$ cat config.mk
export PLATFORM = sky130hd
export DESIGN_NAME = fifo_burst_reader
export DESIGN_NICKNAME = d
export VERILOG_FILES = /design/src/rtl/fifo_pkg.sv /design/src/rtl/stream_out_reg.sv /design/src/rtl/fifo_burst_reader.sv
export SDC_FILE = /design/constraint.sdc
export NUM_CORES = 1
export LEC_CHECK = 0
export ABC_AREA = 1
export ABC_CLOCK_PERIOD_IN_PS = 4910
export CAP_MARGIN = 10
export CORE_MARGIN = 4
export CORE_UTILIZATION = 40
export CTS_CLUSTER_SIZE = 40
export DETAILED_ROUTE_END_ITERATION = 12
export PLACE_DENSITY = 0.68
export SYNTH_ARGS = -nofsm -noshare
export SYNTH_HDL_FRONTEND = slang
export SYNTH_HIERARCHICAL = 1
export SYNTH_SLANG_ARGS = --single-unit
export TNS_END_PERCENT = 10
$ cat constraint.sdc
create_clock -name clk -period 4.91 [get_ports clk]
set_clock_uncertainty 0.1 [all_clocks]
set_input_delay 1.473 -clock clk [delete_from_list [all_inputs] [get_ports clk]]
set_output_delay 1.473 -clock clk [all_outputs]
set_load 0.03 [all_outputs]
$ cat src/rtl/fifo_pkg.sv
// fifo_pkg: definitions shared by the FIFO controller and the burst reader.
//   - Default DATA_WIDTH / LEN_WIDTH values.
//   - Burst reader state encoding (idle, burst, drain).
package fifo_pkg;

   localparam int unsigned DEF_DATA_WIDTH = 8;
   localparam int unsigned DEF_LEN_WIDTH  = 8;

   typedef enum logic [1:0] {
      StIdle  = 2'd0,
      StBurst = 2'd1,
      StDrain = 2'd2
   } state_e;

endpackage

$ cat src/rtl/stream_out_reg.sv
// stream_out_reg: registered valid/ready output stage of the burst reader.
// Ports:
//   clk, reset_n          clock, asynchronous active-low reset
//   load                  capture load_data/load_last and raise m_valid
//   load_data, load_last  word and last-beat marker to capture
//   accept                downstream ready (m_ready)
//   m_valid/m_data/m_last registered stream outputs
//   free                  stage can take a new word this cycle (~m_valid || accept)
module stream_out_reg #(
   parameter int unsigned DATA_WIDTH = 8
) (
   input  logic                  clk,
   input  logic                  reset_n,
   input  logic                  load,
   input  logic [DATA_WIDTH-1:0] load_data,
   input  logic                  load_last,
   input  logic                  accept,
   output logic                  m_valid,
   output logic [DATA_WIDTH-1:0] m_data,
   output logic                  m_last,
   output logic                  free
);

   logic                  valid_q, valid_d;
   logic [DATA_WIDTH-1:0] data_q, data_d;
   logic                  last_q, last_d;

   assign free = ~valid_q | accept;

   always_comb begin
      valid_d = valid_q;
      data_d  = data_q;
      last_d  = last_q;
      if (load) begin
         // A load may coincide with acceptance of the held word.
         valid_d = 1'b1;
         data_d  = load_data;
         last_d  = load_last;
      end else if (valid_q && accept) begin
         valid_d = 1'b0;
         last_d  = 1'b0;
      end
   end

   always_ff @(posedge clk or negedge reset_n) begin
      if (!reset_n) begin
         valid_q <= 1'b0;
         data_q  <= '0;
         last_q  <= 1'b0;
      end else begin
         valid_q <= valid_d;
         data_q  <= data_d;
         last_q  <= last_d;
      end
   end

   assign m_valid = valid_q;
   assign m_data  = data_q;
   assign m_last  = last_q;

endmodule

$ cat src/rtl/fifo_burst_reader.sv
// fifo_burst_reader: pops a commanded number of words from a FIFO and streams them out.
// Ports:
//   clk, reset_n                 clock, asynchronous active-low reset
//   cmd_valid, cmd_len, cmd_ready burst command (accepted while idle)
//   empty, r_data, rd            FIFO read interface (rd is combinational)
//   m_valid, m_data, m_last, m_ready  output stream with last-beat marker
//   done, err                    completion pulse; err flags a watchdog abort
// Build option: define FIFO_RD_TIMEOUT_EN to enable the empty-stall watchdog
// (TIMEOUT_CYCLES); otherwise err is tied low and the reader waits indefinitely.
module fifo_burst_reader
   import fifo_pkg::*;
#(
   parameter int unsigned DATA_WIDTH     = DEF_DATA_WIDTH,
   parameter int unsigned LEN_WIDTH      = DEF_LEN_WIDTH,
   parameter int unsigned TIMEOUT_CYCLES = 255
) (
   input  logic                  clk,
   input  logic                  reset_n,
   input  logic                  cmd_valid,
   input  logic [LEN_WIDTH-1:0]  cmd_len,
   output logic                  cmd_ready,
   input  logic                  empty,
   input  logic [DATA_WIDTH-1:0] r_data,
   output logic                  rd,
   output logic                  m_valid,
   output logic [DATA_WIDTH-1:0] m_data,
   output logic                  m_last,
   input  logic                  m_ready,
   output logic                  done,
   output logic                  err
);

   // A zero limit would make the watchdog compare wrap.
   if (TIMEOUT_CYCLES == 0) begin : g_bad_timeout
      $error("TIMEOUT_CYCLES must be non-zero");
   end

   state_e               state_q, state_d;
   logic [LEN_WIDTH-1:0] rem_q, rem_d;
   logic                 done_q, done_d;
   logic                 rd_en;
   logic                 free;
   logic                 last_word;
   logic                 drain_abort;

   assign last_word = (rem_q == LEN_WIDTH'(1));
   assign rd_en     = (state_q == StBurst) && !empty && (rem_q != '0) && free;
   assign rd        = rd_en;
   assign cmd_ready = (state_q == StIdle);
   assign done      = done_q;

`ifdef FIFO_RD_TIMEOUT_EN
   localparam int unsigned STALL_W = $clog2(TIMEOUT_CYCLES + 1);

   logic [STALL_W-1:0] stall_q, stall_d;
   logic               stalling;
   logic               stall_hit;
   logic               abort_q, abort_d;
   logic               err_q, err_d;

   assign stalling  = (state_q == StBurst) && empty && (rem_q != '0);
   // Fires on the TIMEOUT_CYCLES-th consecutive stall cycle.
   assign stall_hit = stalling && (stall_q == STALL_W'(TIMEOUT_CYCLES - 1));

   always_comb begin
      stall_d = stall_q;
      if ((state_q != StBurst) || rd_en) begin
         stall_d = '0;
      end else if (stalling) begin
         stall_d = stall_q + 1'b1;
      end
   end

   always_ff @(posedge clk or negedge reset_n) begin
      if (!reset_n) begin
         stall_q <= '0;
         abort_q <= 1'b0;
         err_q   <= 1'b0;
      end else begin
         stall_q <= stall_d;
         abort_q <= abort_d;
         err_q   <= err_d;
      end
   end

   // An aborted burst leaves its held word without m_last; drain it anyway.
   assign drain_abort = abort_q;
   assign err         = err_q;
`else
   assign drain_abort = 1'b0;
   assign err         = 1'b0;
`endif

   always_comb begin
      state_d = state_q;
      rem_d   = rem_q;
      done_d  = 1'b0;
`ifdef FIFO_RD_TIMEOUT_EN
      err_d   = 1'b0;
      abort_d = abort_q;
`endif
      unique case (state_q)
         StIdle: begin
            if (cmd_valid) begin
               if (cmd_len == '0) begin
                  done_d = 1'b1;
               end else begin
                  rem_d   = cmd_len;
                  state_d = StBurst;
               end
            end
         end
         StBurst: begin
            if (rd_en) begin
               rem_d = rem_q - 1'b1;
               if (last_word) begin
                  state_d = StDrain;
               end
            end
`ifdef FIFO_RD_TIMEOUT_EN
            else if (stall_hit) begin
               if (free) begin
                  state_d = StIdle;
                  done_d  = 1'b1;
                  err_d   = 1'b1;
               end else begin
                  state_d = StDrain;
                  abort_d = 1'b1;
               end
            end
`endif
         end
         StDrain: begin
            if (m_valid && m_ready && (m_last || drain_abort)) begin
               state_d = StIdle;
               done_d  = 1'b1;
`ifdef FIFO_RD_TIMEOUT_EN
               err_d   = abort_q;
               abort_d = 1'b0;
`endif
            end
         end
         default: state_d = StIdle;
      endcase
   end

   always_ff @(posedge clk or negedge reset_n) begin
      if (!reset_n) begin
         state_q <= StIdle;
         rem_q   <= '0;
         done_q  <= 1'b0;
      end else begin
         state_q <= state_d;
         rem_q   <= rem_d;
         done_q  <= done_d;
      end
   end

   stream_out_reg #(
      .DATA_WIDTH (DATA_WIDTH)
   ) u_stream_out_reg (
      .clk       (clk),
      .reset_n   (reset_n),
      .load      (rd_en),
      .load_data (r_data),
      .load_last (last_word),
      .accept    (m_ready),
      .m_valid   (m_valid),
      .m_data    (m_data),
      .m_last    (m_last),
      .free      (free)
   );

endmodule

==> run metrics, run 1 <==
status=complete, no violations; ys flop type=dfrtp_1; gpl congestion=0.824; metal3 WL=around 130 um; Slew @ Worst Pin=about 0.93 ns; Routed Antenna Nets=0; Die X=about 65 um; Routed WL=2750 um; PwrDens=a little over 600 nW/um^2; Period Utilization, post-route=between 80 and 90%; Finish-stage setup viols=0; MaxCap Viol Count=0; Highest Signal Layer=met4; Synth area leaders=dfrtp_1 (41%), nand2_1 (15%), nand3_1 (7.0%), inv_1 (5.9%), nor2_1 (3.8%); worst path cell trace=clkdlybuf4s50_1 -> or2_1 -> nand2_1 -> nor2_1 -> o21ai_4 -> inv_1 -> buf_4; initial antenna violation count=0; Seq/Total Area, Yosys=approximately two fifths; final instance area=1660 um^2; synthesized cell area=about 1300 um^2; die span in y=64.6 um; first-pass GRT wire length=between 4000 and 5000 um; EDFF count, synth=0; worst flop-to-flop path startpoint=rem_q[0]; kind of cell adding the most delay to the critical path=buffers and inverters; HP Class=flip-flop to flip-flop; # hold bufs at CTS=0; metal2 WL=about 1400 um; biggest area consumer among synthesized cells=dfrtp_1; Critical Path RT=roughly 3.3 ns; number of global-route vias before repair=1090; core footprint=3050 um^2; min setup slack post-route=roughly 0.65 ns; Final nets=between 200 and 250; Placed Area=roughly 1600 um^2; FP Rows=20; DRT met1 WL=~1200 um; overall routing resource usage=about 14%; Root Buffer=clkbuf_4; Skew-Pair Late Insertion Delay=roughly 0.30 ns; peak supply drop=between 0.0004 and 0.0005 V; DR iter-0 viols=27; Worst EP arrival=between 2 and 3 ns; Fmax=around 230 MHz; PortBufs=33; largest net degree at the start of global routing=22; Overflow after GRT=0; Critical Path Start=m_ready; Synth Warn #=6; Post-Synthesis Cells=roughly 170; final hold vios=0; I/O pins=35; Vias per Instance=between 4 and 5; per-cell routed wire length=between 10 and 15 um; worst hold slack=between 0.3 and 0.4 ns; effective utilization at floorplan=41.9%; ANT cells=0; count of state elements after synthesis=21; HP Start=u_stream_out_reg/m_data[5]; Crit. End Element=output port; die area=between 4000 and 5000 um^2; pre-CTS setup slack=about 0.64 ns; Layout area overhead=29.8%; synth unique cells=25; setup tns final=0 ns; CTS tree=built; clk slew on worst S/H paths=between 0.1 and 0.15 ns; asr flop ratio synth=100%; Max-slew headroom=between 30% and 40%; Post-synth top cells=nand2_1 (52), dfrtp_1 (21), inv_1 (20); CTS buffer count=3; routed vias=~1100; cell with the largest stage delay on the worst path=clkdlybuf4s50_1; crit path buf inv count=3; slowest stage delay, CP=between 0.5 and 0.6 ns; dpl hpwl=around 2200 um; RSZ-0062 raised after global routing=false; Inst Count DP=240; fin cells=between 200 and 250; CTS resizes=0; synthesized area per cell=7.71 um^2; H-tree Lvls=1; CTS sink count=21; Worst Setup Start Kind=input pin; Post-Syn Nets=190; Fillers=roughly 300; share of post-route cells with drive strength above 1=13.0%; Final Slew Violations=0; Max Fanout on Critical Path=9; top-area cell type share of the netlist area=roughly 41%; 1st-pass router iterations=5; Lkg Pwr=around 0.8 nW; clk buf depth=2; Final Critical Period=~4.3 ns; Power Total=around 1 mW; utilization after layout=roughly 54%; most frequent cell after synthesis=nand2_1; crit path kind=input pin to output port; number of setup buffers added after CTS=0; DRC=0
worst paths after layout:
| check | end | slack [ns] | cells after the start |
|---|---|---|---|
| min in group asynchronous | u_stream_out_reg/m_last | 1.58 | 1 |
| max reg2reg | u_stream_out_reg/m_valid | 3.10 | 8 |
| max | rd | 0.65 | 7 |
| min reg2reg | u_stream_out_reg/m_data[5] | 0.38 | 2 |
| max in group asynchronous | rem_q[2] | 2.56 | 1 |
| min | u_stream_out_reg/m_data[5] | 0.38 | 2 |
cells by family after synthesis:
group / count (synthesis) / synth area share (%)
flops: 21 / 41.1
buf+inv: 25 / 9.48
compound gates: 15 / 8.80
fa+ha+maj: 3 / 2.93
other cells: 1 / 0.293
simple gates: 101 / 37.4
worst reg2reg max path, delay by kind of cell, from the launching register on:
kind	cells	cell delay, ns
AOI/OAI and AO/OA	2	0.33
adders and majority gates	1	0.24
buffers and inverters	4	0.55
DFF	1	0.43
and+or+nand+nor	1	0.07
state kept, by name (all words and copies together) (netlist names):
name and count:
rem_q 8, done 1, u_stream_out_reg/m_valid 1, u_stream_out_reg/m_data 8, u_stream_out_reg/m_last 1, state_q 2
power by group:
part	switching (mW)	leakage, nW	internal (mW)
clock	0.0495	0.0150	0.0316
sequential	0.0664	0.261	0.247
combinational	0.385	0.539	0.236
placed cells by master, fill, tap and decap left out:
cell             netlist  final
a31oi_1                1      1
buf_4                  1      2
clkbuf_1               0      1
clkbuf_4               0      3
clkdlybuf4s50_1        0     32
conb_1                 1      1
dfrtp_1               21     21
ha_1                   3      3
inv_1                 20     20
inv_8                  1      1
nand2_1               52     52
nand2_2                5      5
nand2_4                1      1
nand3_1               18     18
nand3_2                3      3
nand3_4                1      1
nand4_1                2      2
nor2_1                13     13
nor2_4                 1      1
o21ai_0                7      7
o21ai_1                1      1
o21ai_2                3      3
o21ai_4                2      2
o31ai_1                1      1
or2_1                  1      1
or2_2                  4      4
layer usage:
| layer | vias up | track usage, % |
|---|---|---|
| li1 | 589 | - |
| met1 | 513 | 18.0 |
| met2 | 28 | 24.7 |
| met3 | 4 | 4.16 |
| met4 | 0 | 1.58 |
| met5 | - | 0 |
area by class of cell:
| type | instances | area [um^2] | area share (%) |
|---|---|---|---|
| Inverter | 21 | 86.3 | 5.20 |
| Clock buffer | 4 | 26.3 | 1.58 |
| Tap cell | 44 | 55.1 | 3.31 |
| Sequential cell | 21 | 526 | 31.6 |
| Timing Repair Buffer | 34 | 335 | 20.2 |
| Multi-Input combinational cell | 120 | 633 | 38.1 |
Note: power is estimated with default switching activity, not from simulation.
==> run 2: changes to the inputs <==
==> constraint.sdc (replaced) <==
create_clock -name clk -period 4.91 [get_ports clk]
set_clock_uncertainty 0.1 [all_clocks]
set_input_delay 1.473 -clock clk [delete_from_list [all_inputs] [get_ports clk]]
set_output_delay 1.473 -clock clk [all_outputs]
set_load 0.01 [all_outputs]
==> run 2 against run 1 <==
Flip-flop and latch count stayed put. Sequential power about the same. Via count is 1.1% lower. Clock power barely moved. Power decreased by 7.1%. Register-to-register slack hardly changed. Combinational power down 11%. First-iteration DRC count is 19% lower. Critical path depth unchanged. Design area up 0.15%. Sequential share of layout area about the same. Cell count is the same. Critical endpoint unchanged.
==> run metrics, run 2 (synthesized netlist as in run 1, its figures left out) <==
die area=4170 um^2 (unchanged); 1st-pass router iterations=4 (-1); clk slew on worst S/H paths=0.10 ns (about the same); Worst EP arrival=3.08 ns (+0.39 ns); I/O pins=35 (unchanged); Routed Antenna Nets=0 (unchanged); Max-slew headroom=36.9% (-1.0 points); Worst R2R End=u_stream_out_reg/m_data[4]; setup tns final=0 ns (unchanged); MaxCap Viol Count=0 (unchanged); Fmax=215 MHz (-8.4%); first-pass GRT wire length=4960 um (+3.6%); Inst Count DP=240 (unchanged); Routed WL=2740 um (-0.54%); worst hold slack=0.382 ns (-0.000298 ns); Layout area overhead=30.0%; Reg2Reg Depth=9 (+1); Lkg Pwr=0.814 nW (-0.16%); Max Fanout on Critical Path=9 (unchanged); effective utilization at floorplan=41.9% (unchanged); # hold bufs at CTS=0 (unchanged); Placed Area=1640 um^2 (+0.15%); final hold vios=0 (unchanged); fin cells=244 (unchanged); Crit. End Element=output port; initial antenna violation count=0 (unchanged); Worst Setup Start Kind=input pin; CP endpoint=rd; die span in y=64.6 um (unchanged); H-tree Lvls=1 (unchanged); routed vias=1122 (-1.1%); share of post-route cells with drive strength above 1=12.5% (-0.50 points); commonest non-fill, non-tap cells in the layout=nand2_1 (52), clkdlybuf4s50_1 (33), dfrtp_1 (21); final instance area=1660 um^2 (+0.15%); Slew @ Worst Pin=0.944 ns (+0.0156 ns); commonest non-fill, non-tap cell in the layout=nand2_1; Power Total=0.944 mW (-7.1%); Vias per Instance=4.60 (-1.1%); Root Buffer=clkbuf_4; crit path kind=input pin to output port; Critical Path RT=3.34 ns (about the same); status=complete, no violations; Fillers=318 (+7.4%); worst flop-to-flop path startpoint=rem_q[0]; CTS sink count=21 (unchanged); clk buf depth=2 (unchanged); PortBufs=33 (unchanged); gpl congestion=0.831 (+0.79%); Final Critical Period=4.65 ns (+0.389 ns); CTS tree=built; dpl hpwl=2210 um (-0.22%); min setup slack post-route=0.258 ns (-0.389 ns); peak supply drop=0.000339 V (-17%); CTS resizes=0 (unchanged); Critical Path Start=m_ready; core footprint=3050 um^2 (unchanged); Worst R2R Setup Slack=3.11 ns (about the same); HP Class=flip-flop to flip-flop; number of global-route vias before repair=1153 (+5.8%); FP Rows=20 (unchanged); Overflow after GRT=0 (unchanged); DR iter-0 viols=22 (-19%); utilization after layout=54.5% (+0.082 points); Final nets=225 (unchanged); DRC=0 (unchanged); number of setup buffers added after CTS=0 (unchanged); ANT cells=0 (unchanged); per-cell routed wire length=11.2 um (-0.54%); PwrDens=567 nW/um^2 (-7.2%); CTS buffer count=3 (unchanged); pre-CTS setup slack=0.266 ns (-0.375 ns); Skew-Pair Late Insertion Delay=0.30 ns (about the same); RSZ-0062 raised after global routing=false; Die X=64.6 um (unchanged); Finish-stage setup viols=0 (unchanged); overall routing resource usage=14.9% (+0.66 points); Period Utilization, post-route=94.7% (+7.9 points); HP Start=u_stream_out_reg/m_data[5]; largest net degree at the start of global routing=22 (unchanged); Final Slew Violations=0 (unchanged)
[run 2: changes by cell type in the layout (fill, tap and decap cells not counted), sizes merged]
cell           previous run  this run
buf                       2         1
clkdlybuf4s50            32        33
[run 2: where the power goes]
part | switching, mW | internal, mW
Combinational | 0.314 | 0.237
Clock | 0.0493 | 0.0317
Sequential | 0.0637 | 0.247
[run 2: worst min-delay path by stage]
stage | end | slack [ns] | depth (start not counted)
after CTS | u_stream_out_reg/m_data[5] | 0.39 | 2
after floorplan | done | 0.35 | 1
after global placement | u_stream_out_reg/m_data[5] | 0.35 | 2
after global routing | done | 0.42 | 1
final | u_stream_out_reg/m_data[5] | 0.38 | 2
after detailed placement | u_stream_out_reg/m_data[0] | 0.36 | 2
[run 2: layout make-up]
type	instances	area, um^2	share of cell area (%)
clock buffer	4	26.3	1.58
inverter	21	86.3	5.19
multi-input combinational	120	633	38.0
sequential	21	526	31.6
tap	44	55.1	3.31
timing repair buffer	34	338	20.3
[run 2: critical path, stage by stage]
cell and delay (ns):
clkdlybuf4s50_1 0.52, or2_1 0.12, nand2_1 0.05, nor2_1 0.16, o21ai_4 0.13, inv_1 0.09
clkdlybuf4s50_1 0.54
[run 2: layer usage]
layer / vias up / share of wire, % / track usage, %
li1: 587 / - / -
met1: 516 / 45 / 18.6
met2: 17 / 50 / 25.4
met3: 2 / 3.6 / 4.51
met4: 0 / 0.58 / 3.17
met5: - / 0 / 0
==> run 3: changes to the inputs <==
--- a/config.mk
+++ b/config.mk
@@ -5,14 +5,13 @@
 export SDC_FILE = /design/constraint.sdc
 export NUM_CORES = 1
 export LEC_CHECK = 0
-export ABC_AREA = 1
 export ABC_CLOCK_PERIOD_IN_PS = 4910
 export CAP_MARGIN = 10
 export CORE_MARGIN = 4
 export CORE_UTILIZATION = 40
 export CTS_CLUSTER_SIZE = 40
 export DETAILED_ROUTE_END_ITERATION = 12
-export PLACE_DENSITY = 0.68
+export DONT_BUFFER_PORTS = 1
 export SYNTH_ARGS = -nofsm -noshare
 export SYNTH_HDL_FRONTEND = slang
 export SYNTH_HIERARCHICAL = 1
==> run 3 against run 2 <==
Cell count shrank 44%. Critical path type unchanged. Via count is 26% lower. Fmax up 28%. Critical endpoint unchanged. Clock-buffer cell count stayed put. Sequential power is 9.6% higher. Largest power group is now registers.
==> run metrics, run 3 <==
Crit. End Element=output port; CTS sink count=21 (unchanged); final hold vios=0 (unchanged); top-area cell type share of the netlist area=44.1% (+3.1 points); Period Utilization, post-route=73.8% (-21 points); die span in y=62.6 um (-3.1%); routed vias=825 (-26%); MaxCap Viol Count=0 (unchanged); most frequent cell after synthesis=dfrtp_1; Routed Antenna Nets=0 (unchanged); initial antenna violation count=0 (unchanged); synthesized cell area=1190 um^2 (-6.9%); DRC=0 (unchanged); Die X=62.6 um (-3.1%); Max Fanout on Critical Path=4 (-5); status=complete, no violations; Vias per Instance=6.07 (+32%); Overflow after GRT=0 (unchanged); Lkg Pwr=0.503 nW (-38%); Critical Path RT=3.34 ns (about the same); Synth area leaders=dfrtp_1 (44%), mux2_4 (8.8%), o2bb2ai_1 (5.1%), ha_1 (3.2%), nor4_2 (3.2%); share of post-route cells with drive strength above 1=21.9% (+9.4 points); synth unique cells=39 (+56%); Slew @ Worst Pin=1.09 ns (+0.149 ns); core footprint=2810 um^2 (-8.1%); synthesized area per cell=11.3 um^2 (+47%); ANT cells=0 (unchanged); PwrDens=582 nW/um^2 (+2.7%); Final Critical Period=3.62 ns (-1.03 ns); 1st-pass router iterations=3 (-1); FP Rows=19 (-5.0%); CTS buffer count=3 (unchanged); clk buf depth=2 (unchanged); Layout area overhead=3.47%; # hold bufs at CTS=0 (unchanged); Finish-stage setup viols=0 (unchanged); asr flop ratio synth=100% (unchanged); cell with the largest stage delay on the worst path=a41oi_4; CTS resizes=0 (unchanged); utilization after layout=43.9% (-11 points); DR iter-0 viols=31 (+41%); biggest area consumer among synthesized cells=dfrtp_1; Max-slew headroom=27.0% (-9.9 points); die area=3920 um^2 (-6.1%); Seq/Total Area, Yosys=44.1% (+3.1 points); Synth Warn #=6 (unchanged); EDFF count, synth=0 (unchanged); PortBufs=0 (-100%); slowest stage delay, CP=0.29 ns (-0.25 ns); crit path kind=input pin to output port; Final nets=130 (-42%); Post-synth top cells=dfrtp_1 (21), mux2_4 (7), o2bb2ai_1 (7); HP Class=flip-flop to flip-flop; number of global-route vias before repair=882 (-24%); commonest non-fill, non-tap cell in the layout=dfrtp_1; RSZ-0062 raised after global routing=false; setup tns final=0 ns (unchanged); Fmax=276 MHz (+28%); clk slew on worst S/H paths=0.12 ns (+0.02 ns); per-cell routed wire length=18.0 um (+61%); effective utilization at floorplan=42.5% (+0.54 points); Worst Setup Start Kind=input pin; CTS tree=built; first-pass GRT wire length=4090 um (-18%); Final Slew Violations=0 (unchanged); peak supply drop=0.000235 V (-31%); largest net degree at the start of global routing=22 (unchanged); Skew-Pair Late Insertion Delay=0.31 ns (about the same); dpl hpwl=1800 um (-18%); Post-Syn Nets=129 (-32%); ys flop type=dfrtp_1; count of state elements after synthesis=21 (unchanged); overall routing resource usage=13.2% (-1.7 points); I/O pins=35 (unchanged); gpl congestion=0.791 (-4.8%); H-tree Lvls=1 (unchanged); Worst EP arrival=2.05 ns (-1.03 ns); Root Buffer=clkbuf_4; number of setup buffers added after CTS=0 (unchanged); commonest non-fill, non-tap cells in the layout=dfrtp_1 (21), o2bb2ai_1 (7), mux2_4 (7); Routed WL=2450 um (-11%); worst path cell trace=nand2b_1 -> nand4bb_1 -> a41oi_4; Post-Synthesis Cells=105 (-37%)
==> run 3: layout make-up <==
class                   instances  area, um^2
multi-input cells              73         612
inverters                       6        22.5
repair buffers                  1        7.51
flip-flops and latches         21         526
well taps                      31        38.8
clock buffers                   4        26.3
fillers                       260        1570
==> run 3: path summary, 6_finish.rpt <==
check,startpoint,to,slack [ns],cells past startpoint
max in group asynchronous,reset_n,u_stream_out_reg/m_data[3],3.90,0
min,rem_q[7],rem_q[7],0.45,1
min reg2reg,rem_q[7],rem_q[7],0.45,1
max reg2reg,state_q[0],rem_q[1],2.84,3
min in group asynchronous,reset_n,rem_q[6],0.74,0
max,m_ready,rd,1.29,3
==> run 3: critical path: cells and delay by family <==
| family | cells | cell delay, ns |
|---|---|---|
| AOI/OAI and AO/OA | 1 | 0.29 |
| and+or+nand+nor | 2 | 0.28 |
==> run 3: logic make-up (layout without fill, tap and decap cells) <==
group                    Yosys count  in the layout  synth area share, %
flip-flops                        21             21                 44.1
adder cells (fa/ha/maj)            3              3                 3.15
other                              1              1                0.315
AND/OR/NAND/NOR                   32             32                 18.4
multiplexers                       9              9                 10.6
buffers and inverters             11             11                 4.52
AO/OA/AOI/OAI                     28             28                 18.9
==> run 3: stage by stage <==
| step | power, mW | hold slack, ns | setup slack (ns) | instance area (um^2) | std cells |
|---|---|---|---|---|---|
| 6_report | 0.718 | 0.448 | 1.29 | 1230 | 136 |
| 5_1_grt | 0.776 | 0.476 | 1.23 | 1230 | 136 |
| 2_1_floorplan | 0.582 | 0.378 | 1.22 | 1190 | 105 |
| 3_5_place_dp | 0.638 | 0.416 | 1.27 | 1210 | 132 |
| 4_1_cts | 0.725 | 0.449 | 1.27 | 1230 | 136 |
| 3_3_place_gp | 0.627 | 0.411 | 1.27 | 1210 | 132 |
==> run 3: report_power, final <==
group / leakage, nW / internal [mW] / switching (mW) / total (mW)
Clock: 0.0150 / 0.0317 / 0.0550 / 0.0868
Sequential: 0.255 / 0.244 / 0.0968 / 0.341
Combinational: 0.233 / 0.147 / 0.143 / 0.290
Total: 0.503 / 0.423 / 0.295 / 0.718
==> run 3: routing by layer <==
layer,global-route usage (%),vias to the layer above,part of all wire (%)
met5,0,-,0
met4,4.13,0,1.2
met3,4.32,5,6.7
met2,23.3,25,51
met1,14.9,401,42
li1,-,394,-
